**src/rtl/pipeline_barrier_hs.sv**
```systemverilog
// Handshaked pipeline barrier: valid/ready register stage with optional
// two-entry skid buffer, synchronous flush and a saturating stall counter.
module pipeline_barrier_hs #(
  parameter int DATA_WIDTH = 66,
  parameter int SKID       = 1,
  parameter int CNT_WIDTH  = 16
) (
  input  logic                  clk,
  input  logic                  reset,
  input  logic                  upValid,
  output logic                  upReady,
  input  logic [DATA_WIDTH-1:0] upData,
  input  logic                  flush,
  output logic                  downValid,
  input  logic                  downReady,
  output logic [DATA_WIDTH-1:0] downData,
  output logic [1:0]            occupancy,
  output logic [CNT_WIDTH-1:0]  stallCount
);

  typedef enum logic [1:0] {
    S_EMPTY = 2'd0,
    S_ONE   = 2'd1,
    S_TWO   = 2'd2
  } state_t;

  state_t                r_state;
  state_t                w_state_nxt;
  logic [DATA_WIDTH-1:0] r_main;
  logic [DATA_WIDTH-1:0] r_skid;
  logic [DATA_WIDTH-1:0] w_main_nxt;
  logic [DATA_WIDTH-1:0] w_skid_nxt;
  logic [CNT_WIDTH-1:0]  r_cnt;
  logic                  w_up;
  logic                  w_dn;
  logic                  w_stall;

  // Skid mode: ready depends only on registered state.
  always_comb begin
    upReady = 1'b0;
    if (SKID != 0) begin
      upReady = reset & (r_state != S_TWO);
    end else begin
      upReady = reset & ((r_state == S_EMPTY) | downReady);
    end
  end

  assign downValid  = reset & (r_state != S_EMPTY);
  assign downData   = r_main;
  assign occupancy  = r_state;
  assign stallCount = r_cnt;

  assign w_up    = upValid & upReady;
  assign w_dn    = downValid & downReady;
  assign w_stall = downValid & ~downReady;

  always_comb begin
    w_state_nxt = r_state;
    w_main_nxt  = r_main;
    w_skid_nxt  = r_skid;
    unique case (r_state)
      S_EMPTY: begin
        if (w_up) begin
          w_state_nxt = S_ONE;
          w_main_nxt  = upData;
        end
      end
      S_ONE: begin
        if (w_up && w_dn) begin
          w_main_nxt = upData;
        end else if (w_up) begin
          w_state_nxt = S_TWO;
          w_skid_nxt  = upData;
        end else if (w_dn) begin
          w_state_nxt = S_EMPTY;
        end
      end
      S_TWO: begin
        if (w_dn) begin
          w_state_nxt = S_ONE;
          w_main_nxt  = r_skid;
        end
      end
      default: begin
        w_state_nxt = S_EMPTY;
      end
    endcase
    if (flush) begin
      w_state_nxt = S_EMPTY;
    end
  end

  always_ff @(posedge clk) begin
    if (!reset) begin
      r_state <= S_EMPTY;
      r_main  <= '0;
      r_skid  <= '0;
    end else begin
      r_state <= w_state_nxt;
      r_main  <= w_main_nxt;
      r_skid  <= w_skid_nxt;
    end
  end

  always_ff @(posedge clk) begin
    if (!reset) begin
      r_cnt <= '0;
    end else if (w_stall && (r_cnt != {CNT_WIDTH{1'b1}})) begin
      r_cnt <= r_cnt + {{(CNT_WIDTH-1){1'b0}}, 1'b1};
    end
  end

endmodule

```
**config.mk**
```make
export PLATFORM = sky130hd
export DESIGN_NAME = pipeline_barrier_hs
export DESIGN_NICKNAME = d
export VERILOG_FILES = /design/src/rtl/pipeline_barrier_hs.sv
export SDC_FILE = /design/constraint.sdc
export NUM_CORES = 1
export LEC_CHECK = 0
export ABC_CLOCK_PERIOD_IN_PS = 2300
export CELL_PAD_IN_SITES_DETAIL_PLACEMENT = 0
export CELL_PAD_IN_SITES_GLOBAL_PLACEMENT = 1
export CORE_ASPECT_RATIO = 1.2
export CORE_MARGIN = 4
export CORE_UTILIZATION = 37
export DETAILED_ROUTE_END_ITERATION = 7
export PLACE_DENSITY_LB_ADDON = 0.25
export SLEW_MARGIN = 15
export SYNTH_ARGS = -nofsm -noshare
export SYNTH_HDL_FRONTEND = slang
export SYNTH_SLANG_ARGS = --single-unit
```
**constraint.sdc**
```tcl
create_clock -name clk -period 2.3 [get_ports clk]
set_input_delay 0.46 -clock clk [delete_from_list [all_inputs] [get_ports clk]]
set_output_delay 0.46 -clock clk [all_outputs]
set_load 0.03 [all_outputs]
```
### After elaboration in Yosys (flattened, before gate mapping)

Index checks and enable logic that the tools add are counted.

* $add $sub $neg: 1
* equality and inequality tests: 9
* muxes and demuxes: 10
* bitwise gates (word level): 8
* reduce and logical (&&, ||, !) cells: 9

Operator list (number)
* 66-bit 2-to-1 mux: 3
* 66-bit one-hot mux with 3 select lines: 1
* 16-bit by 1-bit adder with 16-bit output (second input constant): 1
* 16-bit != test (second input constant): 1
* 2-bit 2-to-1 mux: 5
* 2-bit != test (second input constant): 5
* 4-bit AND reduction: 2
* 2-bit one-hot mux with 3 select lines: 1
* 1-bit bitwise AND: 5
* 3-bit != test (second input constant): 1
* 1-bit inverter: 3
* 3-bit AND reduction: 1
* 3-bit nonzero test: 1
* 2-bit by 1-bit == test with 1-bit output (second input constant): 1
* 2-bit == test (second input constant): 1
* 1-bit logical AND: 2
* 2-bit logical NOT: 1
* 2-bit nonzero test: 1
* 2-bit OR reduction: 1

* bits in registers: 150
* input bits: 71
* output and inout bits: 86
* logic and storage cells: 41

### Depth between registers and ports, before layout

Gate-level depths: netlist of run 1.

* depth in word-level cells: 7
* mapped depth: 7

### Least setup slack after synthesis of run 1

Ideal clock, no wire load.

* path type: input port to output port
* from: in reset
* to: out upReady
* arrival time: 1570 ps
* data required time: 1840 ps
* slack: 270 ps
* cell stages on the path: 4
* path buffers: 3
* path through: buf_4 > clkbuf_1 > clkbuf_1 > and2_1

* cells in the longest elaborated chain, start to end: 1

RTL lines
* from (decl): line 9 `input logic reset,`
* 1-bit bitwise AND: line 42 `upReady = reset & (r_state != S_TWO);`
* to (decl): line 11 `output logic upReady,`

Every way passes these cells.

### Worst setup path after layout of run 1

* from: reg r_state[1], in the netlist occupancy[1]
* to: out occupancy[1]

RTL lines
* from (decl): line 27 `state_t r_state;`
* from (signal assigned): line 99 `r_state <= w_state_nxt;`
* to (decl): line 17 `output logic [1:0] occupancy,`

No word-level cell between the ends.

==> impl_metrics.ini, run 1 <==
[pwr]
leakagePower_nw = 3.37
pwr-share-comb_pct = 13.1
power.total_mw = 6.39
ir_worst_vdd_v = 0.000393
p_switching_mw = 1.60
p_seq_share_pct = 43.1
netSwitchingFraction_pct = 25.1
p_int_mw = 4.78
p_per_area_nw_per_um2 = 734
clkPwrFrac_pct = 43.8

[critical_path]
arrival_ns = 1.69
worstSetupStartpointType = register
crit_family = buffers and inverters
critical_path_class = register to output port
endpoint_kind = output port
worstPathRequired_ns = 1.84
slowest_delay_ns = 0.75
critical_path_buf_inv_count = 1
critPathSlowestCell = clkdlybuf4s50_1
crit_path_max_fanout = 9
cp_cell_sequence = clkdlybuf4s50_1

[clock_network]
clockBufferDepth = 2
cts_sinks = 150
post_cts_buffers = 0
post_cts_resize_count = 0
cts_buffers = 17
hold_buffers = 0
cts_tree = done
root_buffer = clkbuf_16
clk_latency_ns = 0.41
clkTransAtPathRegs_ns = 0.06
h-tree-depth = 4

[timing]
worstMarginPinSlew_ns = 0.663
fin_setup_tns_ns = 0
hold_violations = 0
finalSetupViolCount = 0
period_share_pct = 93.5
maxSlewViolCount = 0
clock_skew_ns = 0.00847
max_slew_margin_pct = 55.8
max_freq_mhz = 465
min_period_ns = 2.15
rsz0062_at_grt = no

[grt]
track_usage_pct = 18.6
gr-usage-met3_pct = 5.78
gr-usage-met1_pct = 22.6
antenna_found_initial = 0
use_met2_pct = 31.9
grt_max_degree = 142
grt_pass1_wl_um = 28800
grt_pass1_vias = 5589
busiest_layer = met2
gr-total-overflow = 0

[logic_synthesis]
yosysSeqAreaShare_pct = 47.7
postSynthCellCount = 705
yosysWarnings = 0
ys_types = 46
synth-main-ff-cell = dfxtp_1
syn_area_um2 = 6290
syn_nets = 777
synth-seq-cells = 150
syn_area_per_cell_um2 = 8.93
async_flop_share_pct = 0
synth_edf_count = 0

[route]
wire_per_inst_um = 16.8
dr.pass1.iters = 4
num_vias = 5600
antenna_left = 0
wirelength_um = 17800
first_iter_violations = 393
drc = 0
vias_per_cell = 5.28

[floorplanning]
core_um2 = 16500
ioPinCount = 157
num_rows = 51
die_h_um = 151
die_w_um = 127
dieArea_um2 = 19200
start_util_pct = 38.2

[finish]
layout_common_cells = clkdlybuf4s50_1 (153), dfxtp_1 (150), nand2_1 (143)
drive_gt1_share_pct = 8.48
nets = 908
area.growth.synth_to_final_pct = 38.3
antennaDiodeCount = 0
layout_commonest_cell = clkdlybuf4s50_1

[place]
gp_congestion = 0.751
hpwl_um = 11400
numPortBuffers = 156

[flow_run]
drv_cap = 0

[run_status]
status = completed

[min_path]
min_path_type = register to register
[area by class of cell]
type / count / area (µm²)
Timing Repair Buffer: 175 / 1790
Sequential cell: 150 / 3000
Multi-Input combinational cell: 489 / 3020
Clock buffer: 21 / 480
Clock inverter: 11 / 121
Tap cell: 212 / 265
Inverter: 3 / 13.8
Fill cell: 1563 / 7760
[per-stage QoR]
step | util, % | std cells | cell area [µm²] | worst slack (ns) | hold slack [ns]
2_1_floorplan | - | 705 | 6290 | 0.270 | 0.436
3_5_place_dp | 49.2 | 1029 | 8100 | 0.0678 | 0.446
5_1_grt | 52.8 | 1061 | 8700 | 0.0793 | 0.471
4_1_cts | 52.8 | 1061 | 8700 | 0.139 | 0.454
6_report | 52.8 | 1061 | 8700 | 0.149 | 0.451
3_3_place_gp | 49.2 | 1029 | 8100 | 0.107 | 0.441
[worst reg2reg max path, cell delays in order, from the launching register on]
cell and delay, ns:
dfxtp_1 0.37, ha_1 0.30, nand3_1 0.22, nor4_2 0.06, buf_4 0.18, or4_1 0.48
a21oi_1 0.15
[metal layers]
layer	vias up	wire, µm
met5	-	0
met4	0	157
met3	12	1030
met2	141	8650
met1	2671	7950
li1	2776	-
[final timing paths]
check | slack [ns] | to | depth (start not counted) | from
worst min register to register | 0.45 | r_skid[49] | 2 | r_skid[49]
worst min-delay path | 0.45 | r_skid[49] | 2 | r_skid[49]
worst max register to register | 0.48 | stallCount[5] | 6 | stallCount[0]
worst max-delay path | 0.15 | occupancy[1] | 1 | occupancy[1]
[kinds of logic after synthesis]
family / synth area share (%)
compound gates: 21.7
simple gates: 14.2
flops: 47.7
mux: 11.5
buf+inv: 4.67
fa+ha+maj: 0.199
[sequential cells by signal (all words and copies together) (netlist names)]
| signal | flops |
|---|---|
| downData | 66 |
| occupancy | 2 |
| r_skid | 66 |
| stallCount | 16 |
[cell usage after synthesis (2+ instances only)]
cell	instances	area, µm²
nand4_1	4	25.0
o41ai_2	2	32.5
nor3b_1	2	15.0
nand3b_1	2	15.0
buf_4	4	30.0
inv_1	2	7.51
and2_1	3	18.8
nor4_2	3	37.5
a21oi_1	141	706
and4_1	4	35.0
o31ai_1	4	30.0
nand3_1	4	20.0
nand2_1	143	537
a211oi_1	67	503
or4_1	4	30.0
nor3_1	2	10.0
buf_2	19	95.1
nand2b_1	4	25.0
buf_1	5	18.8
mux2i_1	72	721
nor2_1	5	18.8
clkbuf_1	34	128
o21ai_0	3	15.0
dfxtp_1	150	3000
[power by group through the flow]
stage          clock network, mW  logic (mW)  registers (mW)
2_1_floorplan                  0       0.275            2.96
3_3_place_gp                   0       0.828            2.81
3_5_place_dp                   0       0.841            2.81
4_1_cts                     2.85       0.843            2.75
5_1_grt                     2.97       0.900            2.76
6_report                    2.80       0.836            2.75
(Power assumes the default switching activity.)
==> run 2, diff against run 1 <==
--- a/config.mk
+++ b/config.mk
@@ -12,6 +12,7 @@
 export CORE_MARGIN = 4
 export CORE_UTILIZATION = 37
 export DETAILED_ROUTE_END_ITERATION = 7
+export GPL_ROUTABILITY_DRIVEN = 0
 export PLACE_DENSITY_LB_ADDON = 0.25
 export SLEW_MARGIN = 15
 export SYNTH_ARGS = -nofsm -noshare
==> results of run 2 <==
The final DEF is identical to that of run 1; final timing and power are the same.
==> run 3, diff against run 2 <==
--- a/config.mk
+++ b/config.mk
@@ -5,12 +5,12 @@
 export SDC_FILE = /design/constraint.sdc
 export NUM_CORES = 1
 export LEC_CHECK = 0
-export ABC_CLOCK_PERIOD_IN_PS = 2300
+export ABC_CLOCK_PERIOD_IN_PS = 2770
 export CELL_PAD_IN_SITES_DETAIL_PLACEMENT = 0
 export CELL_PAD_IN_SITES_GLOBAL_PLACEMENT = 1
-export CORE_ASPECT_RATIO = 1.2
+export CORE_ASPECT_RATIO = 0.6
 export CORE_MARGIN = 4
-export CORE_UTILIZATION = 37
+export CORE_UTILIZATION = 39
 export DETAILED_ROUTE_END_ITERATION = 7
 export GPL_ROUTABILITY_DRIVEN = 0
 export PLACE_DENSITY_LB_ADDON = 0.25
==> constraint.sdc (replaced) <==
create_clock -name clk -period 2.77 [get_ports clk]
set_input_delay 0.554 -clock clk [delete_from_list [all_inputs] [get_ports clk]]
set_output_delay 0.554 -clock clk [all_outputs]
set_load 0.03 [all_outputs]
==> run 3 against run 2 <==
Net effect: hold slack gained 0.0019 ns; via count is 1.4% higher; clock power fell by 19%; first-iteration DRC count shrank 13%; die area decreased by 4.5%; final area shrank 1.4%; critical endpoint is now stallCount[7]; core utilization increased by 2.2 points; global-route usage increased by 1.4 points; largest cell class unchanged; clock skew is 0.0030 ns higher; critical path depth unchanged; total power fell by 18%; register-to-register slack improved by 0.09 ns.
==> impl_metrics.ini, run 3 (synthesis results as in run 1) <==
[grt]
gr-total-overflow = 0
busiest_layer = met2
grt_max_degree = 142
gr-usage-met3_pct = 5.43
track_usage_pct = 20.0
antenna_found_initial = 1
gr-usage-met1_pct = 28.7
grt_pass1_vias = 5555
use_met2_pct = 30.5
grt_pass1_wl_um = 29700

[timing]
hold_violations = 0
worstMarginPinSlew_ns = 0.921
rsz0062_at_grt = no
finalSetupViolCount = 0
max_freq_mhz = 450
setup_slack_ns = 0.546
max_slew_margin_pct = 38.1
period_share_pct = 80.3
maxSlewViolCount = 0
min_period_ns = 2.22
timing.hold.ws_ns = 0.453
fin_setup_tns_ns = 0
clock_skew_ns = 0.0115

[floorplanning]
dieArea_um2 = 18300
die_w_um = 172
ioPinCount = 157
core_um2 = 15600
num_rows = 35
die_h_um = 106
start_util_pct = 40.4

[finish]
antennaDiodeCount = 0
regArea_um2 = 3000
layout_commonest_cell = clkdlybuf4s50_1
fillCellCount = 1403
multi_input_area_um2 = 3020
area.growth.synth_to_final_pct = 36.4
drive_gt1_share_pct = 7.37
layout_common_cells = clkdlybuf4s50_1 (153), dfxtp_1 (150), nand2_1 (143)
nets = 900

[clock_network]
clkTransAtPathRegs_ns = 0.06
cts_tree = done
clockBufferDepth = 2
root_buffer = clkbuf_16
clk_latency_ns = 0.41
h-tree-depth = 4
cts_sinks = 150
cts_buffers = 17
hold_buffers = 0
post_cts_buffers = 0
post_cts_resize_count = 0

[route]
first_iter_violations = 341
drc = 0
wire_per_inst_um = 17.8
dr.pass1.iters = 5
antenna_left = 0
wirelength_um = 18600
num_vias = 5678
vias_per_cell = 5.44

[place]
hpwl_um = 11700
numPortBuffers = 156
pre_cts_slack_ns = 0.369

[pwr]
p_per_area_nw_per_um2 = 612
ir_worst_vdd_v = 0.000426
leakagePower_nw = 3.30

[critical_path]
critical_path_class = register to output port
crit_family = buffers and inverters
arrival_ns = 1.67
endpoint_kind = output port
crit_path_max_fanout = 8
worstPathRequired_ns = 2.22
slowest_delay_ns = 0.74
cp_cell_sequence = clkdlybuf4s50_1
critPathSlowestCell = clkdlybuf4s50_1
critical_path_buf_inv_count = 1
worstSetupStartpointType = register

[flow_run]
drv_cap = 0

[run_status]
status = completed

[min_path]
min_path_type = register to register
-- run 3: cell count changes in the layout (fill, tap and decap cells not counted) --
cell,change
clkbuf_8,-4
clkinv_2,-3
buf_4,-6
inv_6,+2
clkbuf_1,+2
clkinvlp_4,+2
buf_12,-2
clkinv_4,+1
-- run 3: cell type report --
class / count / area share, %
multi-input cells: 489 / 35.2
flip-flops and latches: 150 / 35.0
repair buffers: 167 / 19.9
clock buffers: 19 / 5.04
well taps: 203 / 2.96
clock inverters: 13 / 1.72
inverters: 3 / 0.160
-- run 3: worst reg2reg max path, cell delays in order, from the launching register on --
cell and delay [ns]:
dfxtp_1 0.51, ha_1 0.31, nand3_1 0.20, nor4_2 0.74, or3b_2 0.25, a21oi_1 0.05
-- run 3: worst paths after layout --
check | start | end | slack (ns) | depth (start not counted)
max | stallCount[7] | stallCount[7] | 0.55 | 1
min | r_skid[41] | r_skid[41] | 0.45 | 2
max reg2reg | stallCount[0] | stallCount[1] | 0.57 | 5
min reg2reg | r_skid[41] | r_skid[41] | 0.45 | 2
-- run 3: per-layer routing --
layer / share of wire (%) / vias up
li1: - / 2774
met4: 0.0054 / 2
met1: 48 / 2729
met3: 6.5 / 2
met2: 45 / 171
met5: 0.11 / -
-- run 3: through the flow --
stage / area [µm²] / power, mW / utilization [%] / cells
after floorplan: 6290 / 2.69 / - / 705
after global placement: 8000 / 3.02 / 51.3 / 1012
after detailed placement: 8000 / 3.03 / 51.3 / 1012
after CTS: 8580 / 5.31 / 55.1 / 1044
after global routing: 8580 / 5.47 / 55.1 / 1044
final: 8580 / 5.25 / 55.1 / 1044
-- run 3: where the power goes --
part	switching, mW	internal, mW	total [mW]
clock network	0.931	1.34	2.27
logic	0.389	0.306	0.695
registers	0.0507	2.24	2.29
total	1.37	3.88	5.25
